**config.mk**
```make
export PLATFORM = sky130hd
export DESIGN_NAME = pipeline_hazard_ctrl_flat
export DESIGN_NICKNAME = d
export VERILOG_FILES = /design/src/rtl/pipeline_hazard_ctrl_if.sv /design/src/rtl/pipeline_hazard_ctrl.sv /design/src/flat_wrapper.sv
export SDC_FILE = /design/constraint.sdc
export NUM_CORES = 1
export LEC_CHECK = 0
export CAP_MARGIN = 20
export CORE_MARGIN = 3
export CORE_UTILIZATION = 30
export CTS_CLUSTER_SIZE = 12
export DETAILED_ROUTE_END_ITERATION = 8
export HOLD_SLACK_MARGIN = 0.15
export PLACE_DENSITY = 0.6
export SLEW_MARGIN = 20
export SYNTH_ARGS = -nofsm -noshare
export SYNTH_HDL_FRONTEND = slang
export SYNTH_SLANG_ARGS = --single-unit
```
**constraint.sdc**
```tcl
create_clock -name i_clk -period 4.5 [get_ports i_clk]
set_input_delay 0.675 -clock i_clk [delete_from_list [all_inputs] [get_ports i_clk]]
set_output_delay 0.675 -clock i_clk [all_outputs]
set_load 0.02 [all_outputs]
```
**src/rtl/pipeline_hazard_ctrl_if.sv**
```systemverilog
`default_nettype none
// ============================================================================
// Module   : pipeline_hazard_ctrl_if
// Brief    : Hazard-control bus between pipeline stage datapath and controller.
// Revision : 1.0
// ============================================================================
interface pipeline_hazard_ctrl_if #(
    parameter int CNT_W = 32
);
    logic [4:0]       i_id_rs1;
    logic [4:0]       i_id_rs2;
    logic             i_id_use_rs1;
    logic             i_id_use_rs2;
    logic [4:0]       i_ex_rs1;
    logic [4:0]       i_ex_rs2;
    logic [4:0]       i_ex_rd;
    logic             i_ex_rd_wren;
    logic             i_ex_is_load;
    logic             i_ex_redirect;
    logic [4:0]       i_mem_rd;
    logic             i_mem_rd_wren;
    logic [4:0]       i_wb_rd;
    logic             i_wb_rd_wren;
    logic             i_lsu_req;
    logic             i_lsu_ack;
    logic             o_pc_en;
    logic             o_if_id_en;
    logic             o_if_id_flush;
    logic             o_id_ex_en;
    logic             o_id_ex_flush;
    logic             o_ex_mem_en;
    logic             o_mem_wb_bubble;
    logic [1:0]       o_fwd_a_sel;
    logic [1:0]       o_fwd_b_sel;
    logic             o_mem_timeout;
    logic [CNT_W-1:0] o_stall_cnt;
    logic [CNT_W-1:0] o_flush_cnt;

    modport master (
        output i_id_rs1, i_id_rs2, i_id_use_rs1, i_id_use_rs2,
        output i_ex_rs1, i_ex_rs2, i_ex_rd, i_ex_rd_wren, i_ex_is_load, i_ex_redirect,
        output i_mem_rd, i_mem_rd_wren, i_wb_rd, i_wb_rd_wren, i_lsu_req, i_lsu_ack,
        input  o_pc_en, o_if_id_en, o_if_id_flush, o_id_ex_en, o_id_ex_flush,
        input  o_ex_mem_en, o_mem_wb_bubble, o_fwd_a_sel, o_fwd_b_sel,
        input  o_mem_timeout, o_stall_cnt, o_flush_cnt
    );

    modport slave (
        input  i_id_rs1, i_id_rs2, i_id_use_rs1, i_id_use_rs2,
        input  i_ex_rs1, i_ex_rs2, i_ex_rd, i_ex_rd_wren, i_ex_is_load, i_ex_redirect,
        input  i_mem_rd, i_mem_rd_wren, i_wb_rd, i_wb_rd_wren, i_lsu_req, i_lsu_ack,
        output o_pc_en, o_if_id_en, o_if_id_flush, o_id_ex_en, o_id_ex_flush,
        output o_ex_mem_en, o_mem_wb_bubble, o_fwd_a_sel, o_fwd_b_sel,
        output o_mem_timeout, o_stall_cnt, o_flush_cnt
    );
endinterface
`default_nettype wire

```
**src/rtl/pipeline_hazard_ctrl.sv**
```systemverilog
`default_nettype none
// ============================================================================
// Module   : pipeline_hazard_ctrl
// Brief    : 5-stage pipeline stall/flush/forward control with MEM wait timeout.
// Revision : 1.0
// ============================================================================
module pipeline_hazard_ctrl #(
    parameter int MEM_TIMEOUT = 16,
    parameter int CNT_W       = 32
) (
    input  wire logic             i_clk,
    input  wire logic             i_reset,
    pipeline_hazard_ctrl_if.slave bus
);
    localparam int WCNT_W = (MEM_TIMEOUT > 1) ? $clog2(MEM_TIMEOUT) : 1;
    localparam logic [WCNT_W-1:0] C_WCNT_LAST = WCNT_W'(MEM_TIMEOUT - 1);
    localparam logic [WCNT_W-1:0] C_WCNT_ONE  = WCNT_W'(1);
    localparam logic [CNT_W-1:0]  C_CNT_ONE   = CNT_W'(1);
    localparam logic [CNT_W-1:0]  C_CNT_MAX   = {CNT_W{1'b1}};

    typedef enum logic [0:0] {
        ST_RUN      = 1'b0,
        ST_MEM_WAIT = 1'b1
    } state_t;

    state_t             state_q, state_d;
    logic [WCNT_W-1:0]  wcnt_q, wcnt_d;
    logic               timeout_q, timeout_d;
    logic [CNT_W-1:0]   stall_cnt_q, stall_cnt_d;
    logic [CNT_W-1:0]   flush_cnt_q, flush_cnt_d;

    logic       w_at_limit;
    logic       w_mem_stall;
    logic       w_load_use;
    logic       w_pc_en;
    logic       w_if_id_en;
    logic       w_if_id_flush;
    logic       w_id_ex_en;
    logic       w_id_ex_flush;
    logic       w_ex_mem_en;
    logic       w_mem_wb_bubble;
    logic [1:0] w_fwd_a_sel;
    logic [1:0] w_fwd_b_sel;

    function automatic logic [1:0] fwd_sel(
        input logic [4:0] rs,
        input logic [4:0] mem_rd, input logic mem_wren,
        input logic [4:0] wb_rd,  input logic wb_wren
    );
        logic [1:0] sel;
        sel = 2'b00;
        if (mem_wren && (mem_rd != 5'd0) && (mem_rd == rs)) begin
            sel = 2'b01;
        end else if (wb_wren && (wb_rd != 5'd0) && (wb_rd == rs)) begin
            sel = 2'b10;
        end
        return sel;
    endfunction

    always_ff @(posedge i_clk or posedge i_reset) begin
        if (i_reset) begin
            state_q     <= ST_RUN;
            wcnt_q      <= '0;
            timeout_q   <= 1'b0;
            stall_cnt_q <= '0;
            flush_cnt_q <= '0;
        end else begin
            state_q     <= state_d;
            wcnt_q      <= wcnt_d;
            timeout_q   <= timeout_d;
            stall_cnt_q <= stall_cnt_d;
            flush_cnt_q <= flush_cnt_d;
        end
    end

    always_comb begin
        state_d         = state_q;
        wcnt_d          = wcnt_q;
        timeout_d       = 1'b0;
        stall_cnt_d     = stall_cnt_q;
        flush_cnt_d     = flush_cnt_q;
        w_pc_en         = 1'b1;
        w_if_id_en      = 1'b1;
        w_if_id_flush   = 1'b0;
        w_id_ex_en      = 1'b1;
        w_id_ex_flush   = 1'b0;
        w_ex_mem_en     = 1'b1;
        w_mem_wb_bubble = 1'b0;
        w_fwd_a_sel     = 2'b00;
        w_fwd_b_sel     = 2'b00;

        // On the last allowed wait cycle the stall is dropped so the access is forced out.
        w_at_limit  = (state_q == ST_MEM_WAIT) && (wcnt_q == C_WCNT_LAST);
        w_mem_stall = bus.i_lsu_req && !bus.i_lsu_ack && !w_at_limit;
        w_load_use  = bus.i_ex_is_load && bus.i_ex_rd_wren && (bus.i_ex_rd != 5'd0) &&
                      ((bus.i_id_use_rs1 && (bus.i_id_rs1 == bus.i_ex_rd)) ||
                       (bus.i_id_use_rs2 && (bus.i_id_rs2 == bus.i_ex_rd)));

        if (state_q == ST_RUN) begin
            if (bus.i_lsu_req && !bus.i_lsu_ack) begin
                state_d = ST_MEM_WAIT;
                wcnt_d  = '0;
            end
        end else begin
            if (bus.i_lsu_ack) begin
                state_d = ST_RUN;
            end else if (w_at_limit) begin
                state_d   = ST_RUN;
                timeout_d = 1'b1;
            end else begin
                wcnt_d = wcnt_q + C_WCNT_ONE;
            end
        end

        if (w_mem_stall) begin
            w_pc_en         = 1'b0;
            w_if_id_en      = 1'b0;
            w_id_ex_en      = 1'b0;
            w_ex_mem_en     = 1'b0;
            w_mem_wb_bubble = 1'b1;
        end else if (bus.i_ex_redirect) begin
            w_if_id_flush = 1'b1;
            w_id_ex_flush = 1'b1;
            if (flush_cnt_q != C_CNT_MAX) begin
                flush_cnt_d = flush_cnt_q + C_CNT_ONE;
            end
        end else if (w_load_use) begin
            w_pc_en       = 1'b0;
            w_if_id_en    = 1'b0;
            w_id_ex_flush = 1'b1;
        end

        if (!w_pc_en && (stall_cnt_q != C_CNT_MAX)) begin
            stall_cnt_d = stall_cnt_q + C_CNT_ONE;
        end

        w_fwd_a_sel = fwd_sel(bus.i_ex_rs1, bus.i_mem_rd, bus.i_mem_rd_wren,
                              bus.i_wb_rd, bus.i_wb_rd_wren);
        w_fwd_b_sel = fwd_sel(bus.i_ex_rs2, bus.i_mem_rd, bus.i_mem_rd_wren,
                              bus.i_wb_rd, bus.i_wb_rd_wren);

        // Reset overrides the decode so every stage holds a NOP while reset is active.
        if (i_reset) begin
            w_pc_en         = 1'b0;
            w_if_id_en      = 1'b0;
            w_id_ex_en      = 1'b0;
            w_ex_mem_en     = 1'b0;
            w_if_id_flush   = 1'b1;
            w_id_ex_flush   = 1'b1;
            w_mem_wb_bubble = 1'b1;
            w_fwd_a_sel     = 2'b00;
            w_fwd_b_sel     = 2'b00;
        end
    end

    assign bus.o_pc_en         = w_pc_en;
    assign bus.o_if_id_en      = w_if_id_en;
    assign bus.o_if_id_flush   = w_if_id_flush;
    assign bus.o_id_ex_en      = w_id_ex_en;
    assign bus.o_id_ex_flush   = w_id_ex_flush;
    assign bus.o_ex_mem_en     = w_ex_mem_en;
    assign bus.o_mem_wb_bubble = w_mem_wb_bubble;
    assign bus.o_fwd_a_sel     = w_fwd_a_sel;
    assign bus.o_fwd_b_sel     = w_fwd_b_sel;
    assign bus.o_mem_timeout   = timeout_q;
    assign bus.o_stall_cnt     = stall_cnt_q;
    assign bus.o_flush_cnt     = flush_cnt_q;

endmodule
`default_nettype wire

```
**src/flat_wrapper.sv**
```systemverilog
// flat-port wrapper written by rule: the top's interface ports become plain ports
module pipeline_hazard_ctrl_flat 
#(
    parameter int MEM_TIMEOUT = 16,
    parameter int CNT_W       = 32
)
  (i_clk, i_reset, bus_i_id_rs1, bus_i_id_rs2, bus_i_id_use_rs1, bus_i_id_use_rs2, bus_i_ex_rs1, bus_i_ex_rs2, bus_i_ex_rd, bus_i_ex_rd_wren, bus_i_ex_is_load, bus_i_ex_redirect, bus_i_mem_rd, bus_i_mem_rd_wren, bus_i_wb_rd, bus_i_wb_rd_wren, bus_i_lsu_req, bus_i_lsu_ack, bus_o_pc_en, bus_o_if_id_en, bus_o_if_id_flush, bus_o_id_ex_en, bus_o_id_ex_flush, bus_o_ex_mem_en, bus_o_mem_wb_bubble, bus_o_fwd_a_sel, bus_o_fwd_b_sel, bus_o_mem_timeout, bus_o_stall_cnt, bus_o_flush_cnt);
  pipeline_hazard_ctrl_if #(.CNT_W(CNT_W)) bus_i ();
  input  wire logic i_clk;
  input  wire logic i_reset;
  input wire logic [$bits(bus_i.i_id_rs1)-1:0] bus_i_id_rs1;
  input wire logic [$bits(bus_i.i_id_rs2)-1:0] bus_i_id_rs2;
  input wire logic [$bits(bus_i.i_id_use_rs1)-1:0] bus_i_id_use_rs1;
  input wire logic [$bits(bus_i.i_id_use_rs2)-1:0] bus_i_id_use_rs2;
  input wire logic [$bits(bus_i.i_ex_rs1)-1:0] bus_i_ex_rs1;
  input wire logic [$bits(bus_i.i_ex_rs2)-1:0] bus_i_ex_rs2;
  input wire logic [$bits(bus_i.i_ex_rd)-1:0] bus_i_ex_rd;
  input wire logic [$bits(bus_i.i_ex_rd_wren)-1:0] bus_i_ex_rd_wren;
  input wire logic [$bits(bus_i.i_ex_is_load)-1:0] bus_i_ex_is_load;
  input wire logic [$bits(bus_i.i_ex_redirect)-1:0] bus_i_ex_redirect;
  input wire logic [$bits(bus_i.i_mem_rd)-1:0] bus_i_mem_rd;
  input wire logic [$bits(bus_i.i_mem_rd_wren)-1:0] bus_i_mem_rd_wren;
  input wire logic [$bits(bus_i.i_wb_rd)-1:0] bus_i_wb_rd;
  input wire logic [$bits(bus_i.i_wb_rd_wren)-1:0] bus_i_wb_rd_wren;
  input wire logic [$bits(bus_i.i_lsu_req)-1:0] bus_i_lsu_req;
  input wire logic [$bits(bus_i.i_lsu_ack)-1:0] bus_i_lsu_ack;
  output wire logic [$bits(bus_i.o_pc_en)-1:0] bus_o_pc_en;
  output wire logic [$bits(bus_i.o_if_id_en)-1:0] bus_o_if_id_en;
  output wire logic [$bits(bus_i.o_if_id_flush)-1:0] bus_o_if_id_flush;
  output wire logic [$bits(bus_i.o_id_ex_en)-1:0] bus_o_id_ex_en;
  output wire logic [$bits(bus_i.o_id_ex_flush)-1:0] bus_o_id_ex_flush;
  output wire logic [$bits(bus_i.o_ex_mem_en)-1:0] bus_o_ex_mem_en;
  output wire logic [$bits(bus_i.o_mem_wb_bubble)-1:0] bus_o_mem_wb_bubble;
  output wire logic [$bits(bus_i.o_fwd_a_sel)-1:0] bus_o_fwd_a_sel;
  output wire logic [$bits(bus_i.o_fwd_b_sel)-1:0] bus_o_fwd_b_sel;
  output wire logic [$bits(bus_i.o_mem_timeout)-1:0] bus_o_mem_timeout;
  output wire logic [$bits(bus_i.o_stall_cnt)-1:0] bus_o_stall_cnt;
  output wire logic [$bits(bus_i.o_flush_cnt)-1:0] bus_o_flush_cnt;
  assign bus_i.i_id_rs1 = bus_i_id_rs1;
  assign bus_i.i_id_rs2 = bus_i_id_rs2;
  assign bus_i.i_id_use_rs1 = bus_i_id_use_rs1;
  assign bus_i.i_id_use_rs2 = bus_i_id_use_rs2;
  assign bus_i.i_ex_rs1 = bus_i_ex_rs1;
  assign bus_i.i_ex_rs2 = bus_i_ex_rs2;
  assign bus_i.i_ex_rd = bus_i_ex_rd;
  assign bus_i.i_ex_rd_wren = bus_i_ex_rd_wren;
  assign bus_i.i_ex_is_load = bus_i_ex_is_load;
  assign bus_i.i_ex_redirect = bus_i_ex_redirect;
  assign bus_i.i_mem_rd = bus_i_mem_rd;
  assign bus_i.i_mem_rd_wren = bus_i_mem_rd_wren;
  assign bus_i.i_wb_rd = bus_i_wb_rd;
  assign bus_i.i_wb_rd_wren = bus_i_wb_rd_wren;
  assign bus_i.i_lsu_req = bus_i_lsu_req;
  assign bus_i.i_lsu_ack = bus_i_lsu_ack;
  assign bus_o_pc_en = bus_i.o_pc_en;
  assign bus_o_if_id_en = bus_i.o_if_id_en;
  assign bus_o_if_id_flush = bus_i.o_if_id_flush;
  assign bus_o_id_ex_en = bus_i.o_id_ex_en;
  assign bus_o_id_ex_flush = bus_i.o_id_ex_flush;
  assign bus_o_ex_mem_en = bus_i.o_ex_mem_en;
  assign bus_o_mem_wb_bubble = bus_i.o_mem_wb_bubble;
  assign bus_o_fwd_a_sel = bus_i.o_fwd_a_sel;
  assign bus_o_fwd_b_sel = bus_i.o_fwd_b_sel;
  assign bus_o_mem_timeout = bus_i.o_mem_timeout;
  assign bus_o_stall_cnt = bus_i.o_stall_cnt;
  assign bus_o_flush_cnt = bus_i.o_flush_cnt;
  pipeline_hazard_ctrl #(.MEM_TIMEOUT(MEM_TIMEOUT), .CNT_W(CNT_W)) u_core (.i_clk(i_clk), .i_reset(i_reset), .bus(bus_i));
endmodule
```
After elaboration in Yosys (flattened, before gate mapping)
Index checks and enable logic that the tools add are counted.
Operators by class
  add/subtract/negate cells: 3
  equality and inequality tests: 11
  muxes and demuxes: 32
  bitwise logic cells: 1
  reductions and logical operators: 25
Operators by type and width (count)
  adder 32 x 1 -> 32 bit (second input constant): 2
  inequality test 32 bit (second input constant): 2
  equality test 5 bit: 6
  two-way mux 1 bit: 22
  two-way mux 4 bit: 4
  logical AND 1 bit: 15
  nonzero test 5 bit: 3
  two-way mux 2 bit: 6
  AND reduction 3 bit: 2
  adder 4 x 1 -> 4 bit (second input constant): 1
  equality test 4 bit (second input constant): 1
  inequality test 2 bit (second input constant): 2
  logical NOT 1 bit: 3
  nonzero test 2 bit: 1
  logical OR 1 bit: 1
  NOT 1 bit: 1
Storage, ports and cells
  register bits after elaboration: 70
  input port bits: 46
  output and inout port bits: 76
  logic and storage cells: 77

Longest topological paths before layout
  depth after elaboration: 9
  gate-level depth with buffers: 8
  depth with buffers taken out: 7

Least setup slack after synthesis
No wires, ideal clock.
  kind: input to output
  from: in i_reset
  to: out bus_o_fwd_a_sel[1]
  arrival: 3.599 ns
  data required time: 3.825 ns
  slack: 0.226 ns
  stages on the path: 4
  buffers on the path: 0
  cells stage by stage: inv_1 o211ai_1 or4_1 nor4_1
On the way
  word-level cells in the longest chain between the ends: 1
RTL lines
  start, declared: line flat_wrapper.sv:10  | input wire logic i_reset;
  two-way mux 2 bit: line pipeline_hazard_ctrl.sv:143  | if (i_reset) begin
  end, declared: line flat_wrapper.sv:34  | output wire logic [$bits(bus_i.o_fwd_a_sel)-1:0] bus_o_fwd_a_sel;
Every way passes these cells.

Worst setup path after layout
  from: in bus_i_mem_rd[0]
  to: out bus_o_fwd_a_sel[1]
On the way
  word-level cells in the longest chain between the ends: 5
  elaborated cells between the ends (all ways): 6
  classes of those cells: eq/ne (1); mux (2); reduce/logical (3)
RTL lines
  start, declared: line flat_wrapper.sv:21  | input wire logic [$bits(bus_i.i_mem_rd)-1:0] bus_i_mem_rd;
  nonzero test 5 bit: line pipeline_hazard_ctrl.sv:52  | if (mem_wren && (mem_rd != 5'd0) && (mem_rd == rs)) begin
  logical AND 1 bit: line pipeline_hazard_ctrl.sv:52
  logical AND 1 bit *: line pipeline_hazard_ctrl.sv:52
  two-way mux 2 bit *: line pipeline_hazard_ctrl.sv:52
  two-way mux 2 bit *: line pipeline_hazard_ctrl.sv:143
Mark *: on every way between the ends. The rest lies on a longest branch, timed or not.

==> reports/qor.yml <==
slowest_delay_ns: 0.67
r2r-end: "u_core.bus.o_flush_cnt[31]$_DFFE_PP0P_"
p_sw_frac: 0.267
critical_path_class: "in2out"
p_sw_mw: 0.523
cap_violations: 0
io_pins: 122
seqPwrFrac: 0.386
crit_start: "bus_i_mem_rd[0]"
start_util: 0.313
internal_power_mw: 1.44
die_width_um: 119
synth-edff-count: 0
startpoint_type: "input pin"
yosys_most_used_dff: "dfrtp_1"
die_area_um2: 14100
antenna_cells: 0
clockBufferDepth: 2
worst_r2r_path_depth: 7
fin_crit_ns: 3.82
drt-pass1-iter-count: 6
hold_viol_final: 0
htreeDepth: 3
numCtsBuffers: 9
worst_pin_slew_ns: 0.904
route.detailed.drc: 0
hold-worst-slack_ns: 0.491
cts_sinks: 70
drive_gt1_frac: 0.0737
finalCritPeriodShare: 0.848
r2r_slack_ns: 2.26
rsz0062_at_grt: "false"
status: "complete, no violations"
avgSynthCellArea_um2: 10.3
gp_congestion: 0.797
antenna_found_initial: 0
grt_max_degree: 71
crit_buf_inv: 2
cts.repair.resized: 0
die_y_um: 119
fillCellCount: 1202
critPathMostFrequentCell: "clkdlybuf4s50_1"
maxSlewHeadroom: 0.397
clkPwrFrac: 0.420
cp.required_ns: 3.83
cts_setup_buffers: 0
grt_pass1_vias: 3316
finalSetupTns_ns: 0
drt_iter0_markers: 175
clock_latency_ns: 0.33
cpMaxStageDelayCell: "clkdlybuf4s50_1"
ys_warn_count: 0
synth_area_um2: 3820
wirelength_um: 9590
r2r-start: "u_core.wcnt_q[0]$_DFFE_PP0P_"
nets: 546
synth_seq_cells: 70
cts_hold_buf: 0
cp-end-kind: "output pin"
path_delay_family: "buffers and inverters"
pwr-share-comb: 0.194
peakVddDrop_uv: 156
viasPerCell: 4.88
route.vias.total: 3270
root_buffer: "clkbuf_16"
power_density_nw_per_um2: 353
syn-instance-count: 371
async_reset_ff_frac: 1.00
rows: 40
postRouteAntennaNets: 0
track_usage: 0.137
cp_num_cells: 6
hpwlAfterDp_um: 7380
crit_arrival_ns: 3.14
core_um2: 12200
post_drt_wl_per_cell_um: 14.3
cts_tree: "built"
finalMaxSlewViolations: 0
path_clk_slew_ns: 0.05
grt_pass1_wl_um: 16100
synth.distinct_cells: 47
syn_nets: 420
crit_path_max_fanout: 4
io_buffers: 121
hp-class: "reg2reg"
setup_viol: 0
endpoint: "bus_o_fwd_a_sel[1]"
syn_to_final_growth_pct: 45.2
crit_chain: "clkdlybuf4s50_1 -> or4_1 -> o21ai_0 -> nor3_1 -> nor4_1 -> clkdlybuf4s50_1"
grt_overflow: 0
final.setup_skew_ns: 0.00631
power_leakage_nw: 2.23
synth_seq_area_share: 0.458
clock.fmax_ghz: 0.262
==> power groups by stage <==
stage               combinational [mW]  sequential, mW  clock (mW)
finish                           0.380           0.757       0.823
global route                     0.414           0.770       0.867
CTS                              0.387           0.759       0.843
detailed placement               0.386           0.770           0
global placement                 0.379           0.768           0
floorplan                        0.145           0.810           0
==> stage by stage <==
stage          cell area [um^2]  total power, mW  utilization  setup slack (ns)  instances
2_1_floorplan              3820            0.955            -             0.226        371
3_5_place_dp               5200             1.16        0.426             0.699        654
5_1_grt                    5550             2.05        0.455             0.426        670
6_report                   5550             1.96        0.455             0.683        670
3_3_place_gp               5200             1.15        0.426             0.718        654
4_1_cts                    5550             1.99        0.455             0.689        670
==> synthesized netlist by cell type (all sizes together) (2+ instances only) <==
library cell	n	area, um^2
and3	8	50.1
nand2	35	131
nor3	11	65.1
a22o	4	35.0
nor4	12	96.3
xnor2	64	561
ha	3	37.5
or4	5	37.5
nand2b	2	12.5
a21oi	6	30.0
a211oi	3	40.0
or2	3	18.8
and4	5	43.8
and2	3	21.3
inv	6	22.5
o211ai	2	20.0
xor2	25	219
nand3	31	165
mux2	4	45.0
buf	6	47.5
nand4	26	175
nor2	18	67.6
dfrtp	70	1750
or3	2	12.5
o21ai	8	43.8
==> final cells by class <==
class / instances / area [um^2] / area share
multi-input combinational: 288 / 2000 / 0.360
inverter: 6 / 22.5 / 0.00406
clock inverter: 5 / 106 / 0.0192
tap: 168 / 210 / 0.0379
timing repair buffer: 122 / 1220 / 0.220
sequential: 70 / 1750 / 0.316
clock buffer: 11 / 243 / 0.0437
==> cells in the final DEF (no fill, tap or decap), types with 2 or more instances in the layout <==
| cell | synthesis | routed |
|---|---|---|
| or2_2 | 2 | 2 |
| o21ai_0 | 7 | 7 |
| nand4_2 | 2 | 2 |
| and3_1 | 8 | 8 |
| dfrtp_1 | 70 | 70 |
| or3_1 | 2 | 2 |
| clkbuf_16 | 0 | 9 |
| nand3_1 | 29 | 29 |
| xor2_1 | 25 | 25 |
| clkdlybuf4s50_1 | 0 | 121 |
| a22o_1 | 4 | 4 |
| ha_1 | 3 | 3 |
| nand4_1 | 24 | 24 |
| nand2_1 | 35 | 35 |
| nand2b_1 | 2 | 2 |
| and2_1 | 2 | 2 |
| or4_1 | 5 | 5 |
| nor2_1 | 18 | 18 |
| bufinv_16 | 0 | 3 |
| a21oi_1 | 6 | 6 |
| nor4_1 | 10 | 10 |
| nor3_1 | 9 | 9 |
| mux2_2 | 4 | 4 |
| and4_1 | 5 | 5 |
| nand3_2 | 2 | 2 |
| inv_1 | 6 | 5 |
| nor3_2 | 2 | 2 |
| xnor2_1 | 64 | 64 |
==> sequential cells by signal (all words and copies together), names as in the netlist <==
signal and flops:
u_core.bus.o_flush_cnt 32, u_core.bus.o_mem_timeout 1, u_core.bus.o_stall_cnt 32, u_core.state_q 1, u_core.wcnt_q 4
==> cells by family after synthesis <==
| kind of cell | share of synthesized area |
|---|---|
| buffers and inverters | 0.0193 |
| and+or+nand+nor | 0.241 |
| DFF | 0.458 |
| xor gates and xnor gates | 0.204 |
| AOI/OAI and AO/OA | 0.0560 |
| adders and majority gates | 0.00982 |
| muxes | 0.0118 |
==> how the worst min path moves through the flow <==
stage / endpoint / cells after the start / startpoint / slack (ns)
floorplan: u_core.wcnt_q[2]$_DFFE_PP0P_ / 1 / u_core.wcnt_q[2]$_DFFE_PP0P_ / 0.51
global placement: u_core.bus.o_stall_cnt[7]$_DFFE_PP0P_ / 1 / u_core.bus.o_stall_cnt[7]$_DFFE_PP0P_ / 0.48
detailed placement: u_core.bus.o_flush_cnt[25]$_DFFE_PP0P_ / 1 / u_core.bus.o_flush_cnt[25]$_DFFE_PP0P_ / 0.49
CTS: u_core.bus.o_flush_cnt[25]$_DFFE_PP0P_ / 1 / u_core.bus.o_flush_cnt[25]$_DFFE_PP0P_ / 0.50
global route: u_core.bus.o_stall_cnt[16]$_DFFE_PP0P_ / 1 / u_core.bus.o_stall_cnt[16]$_DFFE_PP0P_ / 0.52
finish: u_core.bus.o_flush_cnt[25]$_DFFE_PP0P_ / 1 / u_core.bus.o_flush_cnt[25]$_DFFE_PP0P_ / 0.49
==> routing by layer <==
| metal | vias to the layer above | global-route usage | share of wire |
|---|---|---|---|
| met3 | 23 | 0.0389 | 0.070 |
| met1 | 1553 | 0.174 | 0.44 |
| met4 | 0 | 0.0485 | 0.018 |
| met2 | 118 | 0.224 | 0.47 |
| met5 | - | 0 | 0 |
| li1 | 1576 | - | - |
No activity file was read; power rests on OpenSTA's default activity.
